==> src/rtl/keypad_scanner_pkg.sv <==
// Shared encodings and helpers for the 4x4 keypad scanner.
// Column/row helpers decode active-low one-cold vectors.
package keypad_scanner_pkg;

  typedef enum logic [1:0] {
    ST_SCAN     = 2'd0,
    ST_DEBOUNCE = 2'd1,
    ST_HELD     = 2'd2
  } state_t;

  localparam logic [3:0] COL_IDLE_RST = 4'b1110;
  localparam int         KEY_W        = 4;

  function automatic logic [3:0] col_rotate(input logic [3:0] col_n);
    return {col_n[2:0], col_n[3]};
  endfunction

  // Index of the lowest low bit; a vector with no low bit maps to 3.
  function automatic logic [1:0] lowest_low(input logic [3:0] vec_n);
    if (!vec_n[0])      return 2'd0;
    else if (!vec_n[1]) return 2'd1;
    else if (!vec_n[2]) return 2'd2;
    else                return 2'd3;
  endfunction

endpackage

==> src/rtl/keypad_scanner_if.sv <==
// Keypad pins and the key-event outputs of the scanner.
// Handshake: key_valid is a one-cycle strobe qualifying key_code; there is no ready, the consumer must take it.
interface keypad_scanner_if;
  import keypad_scanner_pkg::*;

  logic [3:0]       row_in;
  logic [3:0]       col_out;
  logic [KEY_W-1:0] key_code;
  logic             key_valid;
  logic             key_held;
  state_t           state_dbg;

  modport master (
    input  row_in,
    output col_out, key_code, key_valid, key_held, state_dbg
  );

  modport slave (
    output row_in,
    input  col_out, key_code, key_valid, key_held, state_dbg
  );
endinterface

==> src/rtl/keypad_scanner_sync_2ff.sv <==
// Parameterised-width two-flop synchroniser with synchronous active-low reset.
module sync_2ff #(
  parameter int               WIDTH   = 4,
  parameter logic [WIDTH-1:0] RST_VAL = '1
) (
  input  logic             clk,
  input  logic             rst_a,
  input  logic [WIDTH-1:0] d,
  output logic [WIDTH-1:0] q
);

  logic [WIDTH-1:0] meta;

  always_ff @(posedge clk) begin
    if (!rst_a) begin
      meta <= RST_VAL;
      q    <= RST_VAL;
    end else begin
      meta <= d;
      q    <= meta;
    end
  end

endmodule

==> src/rtl/keypad_scanner.sv <==
// 4x4 active-low keypad scanner: tick-paced column scan, debounce, one key code per press.
// Define KEYPAD_REPEAT_EN to add auto-repeat pulses while a key stays held.
module keypad_scanner
  import keypad_scanner_pkg::*;
#(
  parameter int SCAN_DIV       = 1000,
  parameter int DEBOUNCE_SCANS = 8,
  parameter int REPEAT_DELAY   = 64,
  parameter int REPEAT_RATE    = 16
) (
  input  logic clk,
  input  logic rst_a,
  keypad_scanner_if.master kp
);

  localparam int TICK_W = $clog2(SCAN_DIV + 1);
  localparam int CNT_W  = $clog2(DEBOUNCE_SCANS + 1);

  if (SCAN_DIV < 4 || DEBOUNCE_SCANS < 1 || REPEAT_DELAY < 1 || REPEAT_RATE < 1) begin : g_bad_params
    $error("keypad_scanner: parameter out of range");
  end

  logic [3:0]        row_s;
  logic [TICK_W-1:0] tick_cnt;
  logic              tick;
  state_t            state;
  logic [3:0]        col_out;
  logic [KEY_W-1:0]  key_code;
  logic              key_valid;
  logic              key_held;
  logic [1:0]        cand_row;
  logic [1:0]        cand_col;
  logic [CNT_W-1:0]  cnt;
  logic [CNT_W-1:0]  rcnt;
  logic [CNT_W-1:0]  cnt_inc;
  logic [CNT_W-1:0]  rcnt_inc;
  logic              accept;
  logic [1:0]        acc_row;
  logic              cand_low;

  sync_2ff #(.WIDTH(4), .RST_VAL(4'hF)) u_row_sync (
    .clk   (clk),
    .rst_a (rst_a),
    .d     (kp.row_in),
    .q     (row_s)
  );

  assign tick = (tick_cnt == TICK_W'(SCAN_DIV - 1));

  always_ff @(posedge clk) begin
    if (!rst_a || tick) tick_cnt <= '0;
    else                tick_cnt <= tick_cnt + 1'b1;
  end

  assign cand_low = !row_s[cand_row];
  assign cnt_inc  = (cnt  == CNT_W'(DEBOUNCE_SCANS)) ? cnt  : cnt  + 1'b1;
  assign rcnt_inc = (rcnt == CNT_W'(DEBOUNCE_SCANS)) ? rcnt : rcnt + 1'b1;

  // A press is accepted straight from SCAN when a single matching tick suffices.
  always_comb begin
    accept  = 1'b0;
    acc_row = cand_row;
    if (tick) begin
      if (state == ST_SCAN && row_s != 4'hF && DEBOUNCE_SCANS == 1) begin
        accept  = 1'b1;
        acc_row = lowest_low(row_s);
      end else if (state == ST_DEBOUNCE && cand_low && cnt_inc == CNT_W'(DEBOUNCE_SCANS)) begin
        accept  = 1'b1;
      end
    end
  end

`ifdef KEYPAD_REPEAT_EN
  localparam int REP_W = $clog2(REPEAT_DELAY + REPEAT_RATE + 1);
  logic [REP_W-1:0] rep_cnt;
  logic [REP_W-1:0] rep_inc;
  assign rep_inc = rep_cnt + 1'b1;
`endif

  always_ff @(posedge clk) begin
    if (!rst_a) begin
      state     <= ST_SCAN;
      col_out   <= COL_IDLE_RST;
      key_code  <= '0;
      key_valid <= 1'b0;
      key_held  <= 1'b0;
      cand_row  <= '0;
      cand_col  <= '0;
      cnt       <= '0;
      rcnt      <= '0;
`ifdef KEYPAD_REPEAT_EN
      rep_cnt   <= '0;
`endif
    end else begin
      key_valid <= 1'b0;
      if (tick) begin
        case (state)
          ST_SCAN: begin
            if (row_s == 4'hF) begin
              col_out <= col_rotate(col_out);
            end else begin
              cand_col <= lowest_low(col_out);
              cand_row <= lowest_low(row_s);
              cnt      <= CNT_W'(1);
              state    <= ST_DEBOUNCE;
            end
          end
          ST_DEBOUNCE: begin
            if (cand_low) begin
              cnt <= cnt_inc;
            end else begin
              cnt     <= '0;
              col_out <= col_rotate(col_out);
              state   <= ST_SCAN;
            end
          end
          ST_HELD: begin
            if (!cand_low) begin
              if (rcnt_inc == CNT_W'(DEBOUNCE_SCANS)) begin
                rcnt     <= '0;
                key_held <= 1'b0;
                col_out  <= col_rotate(col_out);
                state    <= ST_SCAN;
              end else begin
                rcnt <= rcnt_inc;
              end
            end else begin
              rcnt <= '0;
`ifdef KEYPAD_REPEAT_EN
              // After the first repeat the counter parks at REPEAT_DELAY and re-arms every REPEAT_RATE ticks.
              if (rep_inc == REP_W'(REPEAT_DELAY + REPEAT_RATE)) begin
                rep_cnt   <= REP_W'(REPEAT_DELAY);
                key_valid <= 1'b1;
              end else begin
                rep_cnt <= rep_inc;
                if (rep_inc == REP_W'(REPEAT_DELAY)) key_valid <= 1'b1;
              end
`endif
            end
          end
          default: state <= ST_SCAN;
        endcase
      end

      if (accept) begin
        key_code  <= {acc_row, lowest_low(col_out)};
        cand_row  <= acc_row;
        key_held  <= 1'b1;
        key_valid <= 1'b1;
        cnt       <= '0;
        rcnt      <= '0;
        state     <= ST_HELD;
`ifdef KEYPAD_REPEAT_EN
        rep_cnt   <= '0;
`endif
      end
    end
  end

  assign kp.col_out   = col_out;
  assign kp.key_code  = key_code;
  assign kp.key_valid = key_valid;
  assign kp.key_held  = key_held;
  assign kp.state_dbg = state;

endmodule

==> src/flat_wrapper.sv <==
// flat-port wrapper written by rule: the top's interface ports become plain ports
module keypad_scanner_flat import keypad_scanner_pkg::*;
#(
  parameter int SCAN_DIV       = 1000,
  parameter int DEBOUNCE_SCANS = 8,
  parameter int REPEAT_DELAY   = 64,
  parameter int REPEAT_RATE    = 16
)
  (clk, rst_a, kp_row_in, kp_col_out, kp_key_code, kp_key_valid, kp_key_held, kp_state_dbg);
  keypad_scanner_if kp_i ();
  input  logic clk;
  input  logic rst_a;
  input wire logic [$bits(kp_i.row_in)-1:0] kp_row_in;
  output wire logic [$bits(kp_i.col_out)-1:0] kp_col_out;
  output wire logic [$bits(kp_i.key_code)-1:0] kp_key_code;
  output wire logic [$bits(kp_i.key_valid)-1:0] kp_key_valid;
  output wire logic [$bits(kp_i.key_held)-1:0] kp_key_held;
  output wire logic [$bits(kp_i.state_dbg)-1:0] kp_state_dbg;
  assign kp_i.row_in = kp_row_in;
  assign kp_col_out = kp_i.col_out;
  assign kp_key_code = kp_i.key_code;
  assign kp_key_valid = kp_i.key_valid;
  assign kp_key_held = kp_i.key_held;
  assign kp_state_dbg = kp_i.state_dbg;
  keypad_scanner #(.SCAN_DIV(SCAN_DIV), .DEBOUNCE_SCANS(DEBOUNCE_SCANS), .REPEAT_DELAY(REPEAT_DELAY), .REPEAT_RATE(REPEAT_RATE)) u_core (.clk(clk), .rst_a(rst_a), .kp(kp_i));
endmodule
==> config.mk <==
export PLATFORM = sky130hd
export DESIGN_NAME = keypad_scanner_flat
export DESIGN_NICKNAME = d
export VERILOG_FILES = /design/src/rtl/keypad_scanner_pkg.sv /design/src/rtl/keypad_scanner_if.sv /design/src/rtl/keypad_scanner_sync_2ff.sv /design/src/rtl/keypad_scanner.sv /design/src/flat_wrapper.sv
export SDC_FILE = /design/constraint.sdc
export NUM_CORES = 1
export LEC_CHECK = 0
export ABC_AREA = 1
export BUFFER_PORTS_ARGS = -buffer_cell sky130_fd_sc_hd__buf_2
export CORE_MARGIN = 2
export CORE_UTILIZATION = 30
export CTS_CLUSTER_DIAMETER = 120
export CTS_CLUSTER_SIZE = 30
export DETAILED_ROUTE_END_ITERATION = 6
export SETUP_SLACK_MARGIN = 0.1
export SYNTH_ARGS = -nofsm -noshare
export SYNTH_HDL_FRONTEND = slang
export SYNTH_HIERARCHICAL = 1
export SYNTH_SLANG_ARGS = --single-unit
==> constraint.sdc <==
create_clock -name clk -period 2 [get_ports clk]
set_clock_uncertainty 0.1 [all_clocks]
set_input_delay 0.1 -clock clk [delete_from_list [all_inputs] [get_ports clk]]
set_output_delay 0.1 -clock clk [all_outputs]
set_load 0.02 [all_outputs]
# [Word level (Yosys, flattened, before mapping)]
# Index checks and enable logic that the tools add are counted.
[totals] ff_bits=40 output_inout_bits=12
[classes] add_sub_neg=3 magnitude_cmp=1 eq_ne=17 n_mux=35 bitwise_logic=3 n_reduce_logical=20
[ops] operator="two-way mux 4 bit" count=10
[ops] operator="== test 4 bit, second input constant" count=5
[ops] operator="two-way mux 2 bit" count=10
[ops] operator="one-hot mux 4 bit (3 select lines)" count=1
[ops] operator="two-way mux 1 bit" count=11
[ops] operator="adder 10 x 1 -> 10 bit, second input constant" count=1
[ops] operator="== test 10 bit, second input constant" count=1
[ops] operator="AND reduction 5 bit" count=2
[ops] operator="nonzero test 2 bit" count=5
[ops] operator="adder 4 x 1 -> 4 bit, second input constant" count=2
[ops] operator="one-hot mux 4 bit (2 select lines)" count=1
[ops] operator="AND reduction 4 bit" count=2
[ops] operator="!= test 2 bit, second input constant" count=3
[ops] operator="!= test 3 x 1 -> 1 bit, second input constant" count=2
[ops] operator="!= test 3 x 2 -> 1 bit, second input constant" count=2
[ops] operator="one-hot mux 2 bit (3 select lines)" count=1
[ops] operator="AND reduction 6 bit" count=1
[ops] operator="!= test 2 x 1 -> 1 bit, second input constant" count=2
[ops] operator="< comparator 2 x 3 -> 1 bit, second input constant" count=1
[ops] operator="inverter 1 bit" count=3
[ops] operator="AND reduction 3 bit" count=1
[ops] operator="nonzero test 3 bit" count=1
[ops] operator="binary-select mux 1 bit (select 2 bit)" count=1
[ops] operator="== test 2 x 1 -> 1 bit, second input constant" count=1
[ops] operator="7 further kinds" count=9

# [Depth between registers and ports, before layout]
[depth] depth_word=9 mapped_depth=11

# [Cells and area by module]
# The synthesis kept the hierarchy.
[by_module_without_submodules] module="keypad_scanner" n_inst=1 cells_per_inst=237 area_each_um2=1677.9 seq_area_each_um2=640.6
[by_module_without_submodules] module="sync_2ff" n_inst=1 cells_per_inst=25 area_each_um2=225.2 seq_area_each_um2=160.2

# [Worst setup path after synthesis]
# Ideal clock, no wire load.
[synth_timing] path_kind="reg-to-reg" startpoint="register u_core.cnt[0]" endpoint="register u_core.cnt[1]" setup_time_ps=117 arrival_time_ps=1394 required_ps=1783 path_slack_ps=389 path_stages_with_launch=10 synth_period_minus_slack_ps=1611 path_cell_list="dfxtp_1 -> inv_1 -> ha_1 -> nand3_2 -> xor2_1 -> nand2_1 -> nor2_1 -> nand3_1 -> nand2_2 -> nor2_1"
[synth_via] elab_chain_len=7 word_cells_on_any_way=10 cone_classes="add/sub (1); eq/ne (2); mux (5); reduce/logical (2)"
[synth_rtl] element="start, declared" line_no="keypad_scanner.sv:33" text="logic [CNT_W-1:0] cnt;"
[synth_rtl] element="start signal, assigned" line_no="keypad_scanner.sv:110" text="cnt <= cnt_inc;"
[synth_rtl] element="adder 4 x 1 -> 4 bit or == test 4 bit (tied branches)" line_no="keypad_scanner.sv:56" text="assign cnt_inc = (cnt == CNT_W'(DEBOUNCE_SCANS)) ? cnt : cnt + 1'b1;"
[synth_rtl] element="two-way mux 4 bit *" line_no="keypad_scanner.sv:56"
[synth_rtl] element="== test 4 bit" line_no="keypad_scanner.sv:67" text="end else if (state == ST_DEBOUNCE && cand_low && cnt_inc == CNT_W'(DEBOUNCE_SCANS)) begin"
[synth_rtl] element="logical AND 1 bit" line_no="keypad_scanner.sv:67"
[synth_rtl] element="two-way mux 1 bit" line_no="keypad_scanner.sv:67"
[synth_rtl] element="two-way mux 1 bit" line_no="keypad_scanner.sv:63" text="if (tick) begin"
[synth_rtl] element="OR reduction 2 bit (no line)"
# Mark *: on every way between the ends. The rest lies on a longest branch, timed or not.
# A chain may end at the register's enable or synchronous reset.

# [Worst setup path after layout]
[layout_timing] startpoint="register u_core.cnt[0]" endpoint="register u_core.cnt[2]"
# Same word-level chain as after synthesis.

==> metrics.md <==
| Metric | Value |
|---|---|
| Synthesized cell area | `roughly 0.0019 mm^2` |
| Insertion delay of the later-clocked pin in the worst-skew pair | `around 300 ps` |
| Power Dens Cells | `approximately 660 mW/mm^2` |
| Area of all placed cells without fillers | `between 0.002 and 0.0025 mm^2` |
| Number of distinct standard cells referenced by the synthesized netlist | `30` |
| Data arrival at the endpoint of the critical path | `between 1500 and 2000 ps` |
| Highest Clock Rate | `about 0.57 GHz` |
| Setup repair after global routing missed its margin | `yes` |
| Height of the die | `about 84 um` |
| Fin crit share | `approximately nine tenths` |
| Count of nets after finishing | `roughly 310` |
| Share of flip-flops with an asynchronous set or reset after synthesis | `0%` |
| Share of total power in the clock network | `roughly 43%` |
| Detailed-routing iteration count for the pre-antenna-repair pass | `4` |
| Cell leakage power | `a little over 1 nW` |
| Half-perimeter wire length of the detailed placement result | `2730 um` |
| Cell total after placement | `roughly 350` |
| Cell at the root of the clock tree | `sky130_fd_sc_hd__clkbuf_8` |
| Delay contributed by the slowest stage of the critical path | `between 300 and 400 ps` |
| Result of the run | `finished, final reports clean` |
| Top post-synthesis cells by count | `sky130_fd_sc_hd__nand2_1 (58), sky130_fd_sc_hd__dfxtp_1 (40), sky130_fd_sc_hd__inv_1 (36)` |
| Antenna Nets Post-Route | `0` |
| Worst-path clk slew | `~80 ps` |
| Worst endpoint required time | `between 2000 and 2500 ps` |
| Post-route setup TNS | `0 ps` |
| Worst-case setup slack after placement | `roughly 95 ps` |
| Port bufs | `17` |
| Tightest hold margin | `between 300 and 400 ps` |
| Yosys warns | `6` |
| Crit Path Category | `reg -> reg` |
| Number of enable flip-flop cells after synthesis | `0` |
| Transition time of the tightest slew-check pin | `approximately 320 ps` |
| Via count of the first global-routing pass | `roughly 1600` |
| Crit path max fanout | `6` |
| Total nets after synthesis | `approximately 270` |
| Gate power share | `4.3%` |
| Hold path startpoint | `u_core/u_row_sync/meta[0]` |
| CTS H-tree depth | `2` |
| Slew headroom | `78.7%` |
| Crit path from | `u_core/cnt[0]` |
| Area leader, netlist | `sky130_fd_sc_hd__dfxtp_1` |
| Residual overflow from global routing | `0` |
| Sum of routed wire length over all layers | `between 3000 and 4000 um` |
| Most used flip-flop cell after synthesis | `sky130_fd_sc_hd__dfxtp_1` |
| Final Critical Period | `between 1500 and 2000 ps` |
| # Max-Cap Violations | `0` |
| Least setup slack across all paths after layout | `approximately 240 ps` |
| Effective utilization at floorplan | `just over 30%` |
| Met3 WL post-DR | `approximately 130 um` |
| Sinks on the clock net | `40` |
| Routability congestion estimate from global placement | `0.834` |
| Synth top area share | `42.1%` |
| Post-DR wirelength/cell | `10.2 um` |
| Beginning of the worst register-to-register path | `u_core/cnt[0]` |
| Clock tree buffer depth | `2` |
| Core ar. | `~0.0062 mm^2` |
| Crit-path slowest cell | `sky130_fd_sc_hd__dfxtp_2` |
| First-pass GRT wire length | `about 6700 um` |
| Maximum VDD drop | `~0.00031 V` |
| Die ar. | `between 0.006 and 0.007 mm^2` |
| Internal power | `roughly 1.2 mW` |
| Startpoint type of the worst setup path | `flip-flop` |
| Filler-free cell count of the finished design | `around 370` |
| Num ports | `18` |
| Initial antenna violation count | `0` |
| Net switching power figure | `between 300 and 400 uW` |
| Average cell area after synthesis | `~7.3 um^2` |
| Highest metal layer with signal wires | `met4` |
| Sequential Power Share | `a little over half` |
| Total cell area at the placement stage | `between 0.002 and 0.0025 mm^2` |
| Buf/Inv on CP | `1` |
| Top area cells in the synthesized netlist | `sky130_fd_sc_hd__dfxtp_1 (42%), sky130_fd_sc_hd__nand2_1 (11%), sky130_fd_sc_hd__nand3_1 (8.4%), sky130_fd_sc_hd__inv_1 (7.1%), sky130_fd_sc_hd__nor2_1 (5.7%)` |
| Detailed-route via count | `about 1700` |
| Sequential fraction of the synthesis area | `between 40% and 50%` |
| Share of layout cells above drive strength 1 | `18.3%` |
| Dominant cell type by count on the critical path | `sky130_fd_sc_hd__nand3_2` |
| N_diodes | `0` |
| Detailed-route wire length on metal 1 | `1830 um` |
| Die width | `83.6 um` |
| Number of CTS-inserted buffers | `5` |
| Maximum number of pins on one net before global-route repair | `20` |
| Type of the tightest min-delay check | `reg -> reg` |
| Switching part of the total power | `21.7%` |
| Max Slew Vio Count | `0` |
| Cell breakdown of the critical path | `inv_1 > ha_1 > nand3_2 > xor2_2 > nand2_1 > nor2_2 > nand3_2 > nand2_2 > nor2_1` |
| Cell family with most CP delay | `simple AND/OR/NAND/NOR gates` |
| Leading cell type by number of instances after synthesis | `sky130_fd_sc_hd__nand2_1` |
| Post-synthesis cell count | `roughly 260` |
| Sort of element at the end of the critical path | `flip-flop` |
| Core Rows | `29` |
| DR vias/cell | `4.55` |
| Layout Area Growth over Synthesis | `22.3%` |
| Register bit total from synthesis | `40` |
| CTS tree | `yes` |
| Residual DRC count | `0` |
| Met2 wire length | `about 1800 um` |
| Overall fraction of global-route tracks in use | `11.5%` |
| Setup violation total in the final timing report | `0` |
| First DRT Iteration DRCs | `a little over 100` |
| Hold Vio Cnt, Final | `0` |
==> path summary, 6_finish.rpt <==
path / slack (ps) / end / cells past startpoint
max reg2reg: 240 / u_core/cnt[2] / 9
max: 240 / u_core/cnt[2] / 9
min reg2reg: 300 / u_core/u_row_sync/q[0] / 2
min: 300 / u_core/u_row_sync/q[0] / 2
==> per-layer routing <==
layer  global-route usage (%)  vias up
li1                         -      909
met1                     13.6      751
met2                     19.2       29
met3                     3.56        4
met4                     5.13        0
met5                        0        -
==> sequential cells by signal, indices dropped and copies added, names as in the netlist <==
signal and count:
u_core/tick_cnt 10, u_core/cnt 4, u_core/kp.col_out 4, u_core/kp.key_code 4, u_core/rcnt 4, u_core/u_row_sync/meta 4, u_core/u_row_sync/q 4, u_core/acc_row 2
u_core/kp.state_dbg 2, u_core/kp.key_held 1, u_core/kp.key_valid 1
==> through the flow <==
stage	utilization, %	total power [mW]
after detailed placement	33.3	0.886
after global placement	33.3	0.885
final	37.3	1.55
after floorplan	-	0.871
after CTS	36.6	1.57
after global routing	37.3	1.62
==> cells by family after synthesis <==
| logic type | after synthesis | share of synthesized area, % |
|---|---|---|
| AO/OA/AOI/OAI | 25 | 7.36 |
| XOR/XNOR | 4 | 1.84 |
| adder cells (fa/ha/maj) | 5 | 3.29 |
| buffers and inverters | 40 | 8.09 |
| flip-flops | 40 | 42.1 |
| AND/OR/NAND/NOR | 148 | 37.3 |
==> power groups by stage <==
stage / registers [mW] / logic, mW / clock network (mW)
3_3_place_gp: 0.834 / 0.0513 / 0
5_1_grt: 0.817 / 0.0759 / 0.730
2_1_floorplan: 0.832 / 0.0387 / 0
6_report: 0.815 / 0.0666 / 0.666
4_1_cts: 0.815 / 0.0660 / 0.689
3_5_place_dp: 0.834 / 0.0520 / 0
==> cell type report <==
class                           count  area (um^2)
Multi-Input combinational cell    183          991
Clock inverter                      3         46.3
Sequential cell                    40          803
Timing Repair Buffer               27          183
Inverter                           37          139
Clock buffer                        5         68.8
Tap cell                           77         96.3
Fill cell                         658         3910
==> worst min-delay path, delay by kind of cell (launching register included) <==
kind | cells | cell delay, ps
flip-flops | 1 | 310
AND/OR/NAND/NOR | 1 | 40
buffers and inverters | 1 | 30
==> timing repair <==
item                       CTS  global route
buffers inserted             0             0
gates resized for setup      1             9
gates cloned                 0             1
hold buffers                 9             0
pin swaps                    0             3
setup endpoints to repair    8            19
hold endpoints to repair     8             0
==> cells in the final DEF, fill, tap and decap left out, types with 5 or more instances in the layout <==
| cell | instances |
|---|---|
| sky130_fd_sc_hd__buf_2 | 17 |
| sky130_fd_sc_hd__inv_1 | 36 |
| sky130_fd_sc_hd__nand2_2 | 9 |
| sky130_fd_sc_hd__dlygate4sd3_1 | 9 |
| sky130_fd_sc_hd__nor2_1 | 28 |
| sky130_fd_sc_hd__clkbuf_8 | 5 |
| sky130_fd_sc_hd__nand2_1 | 56 |
| sky130_fd_sc_hd__o21ai_0 | 6 |
| sky130_fd_sc_hd__ha_1 | 5 |
| sky130_fd_sc_hd__a21oi_1 | 9 |
| sky130_fd_sc_hd__nand3_1 | 31 |
| sky130_fd_sc_hd__dfxtp_1 | 38 |
Power figures use the tool's default switching activity.
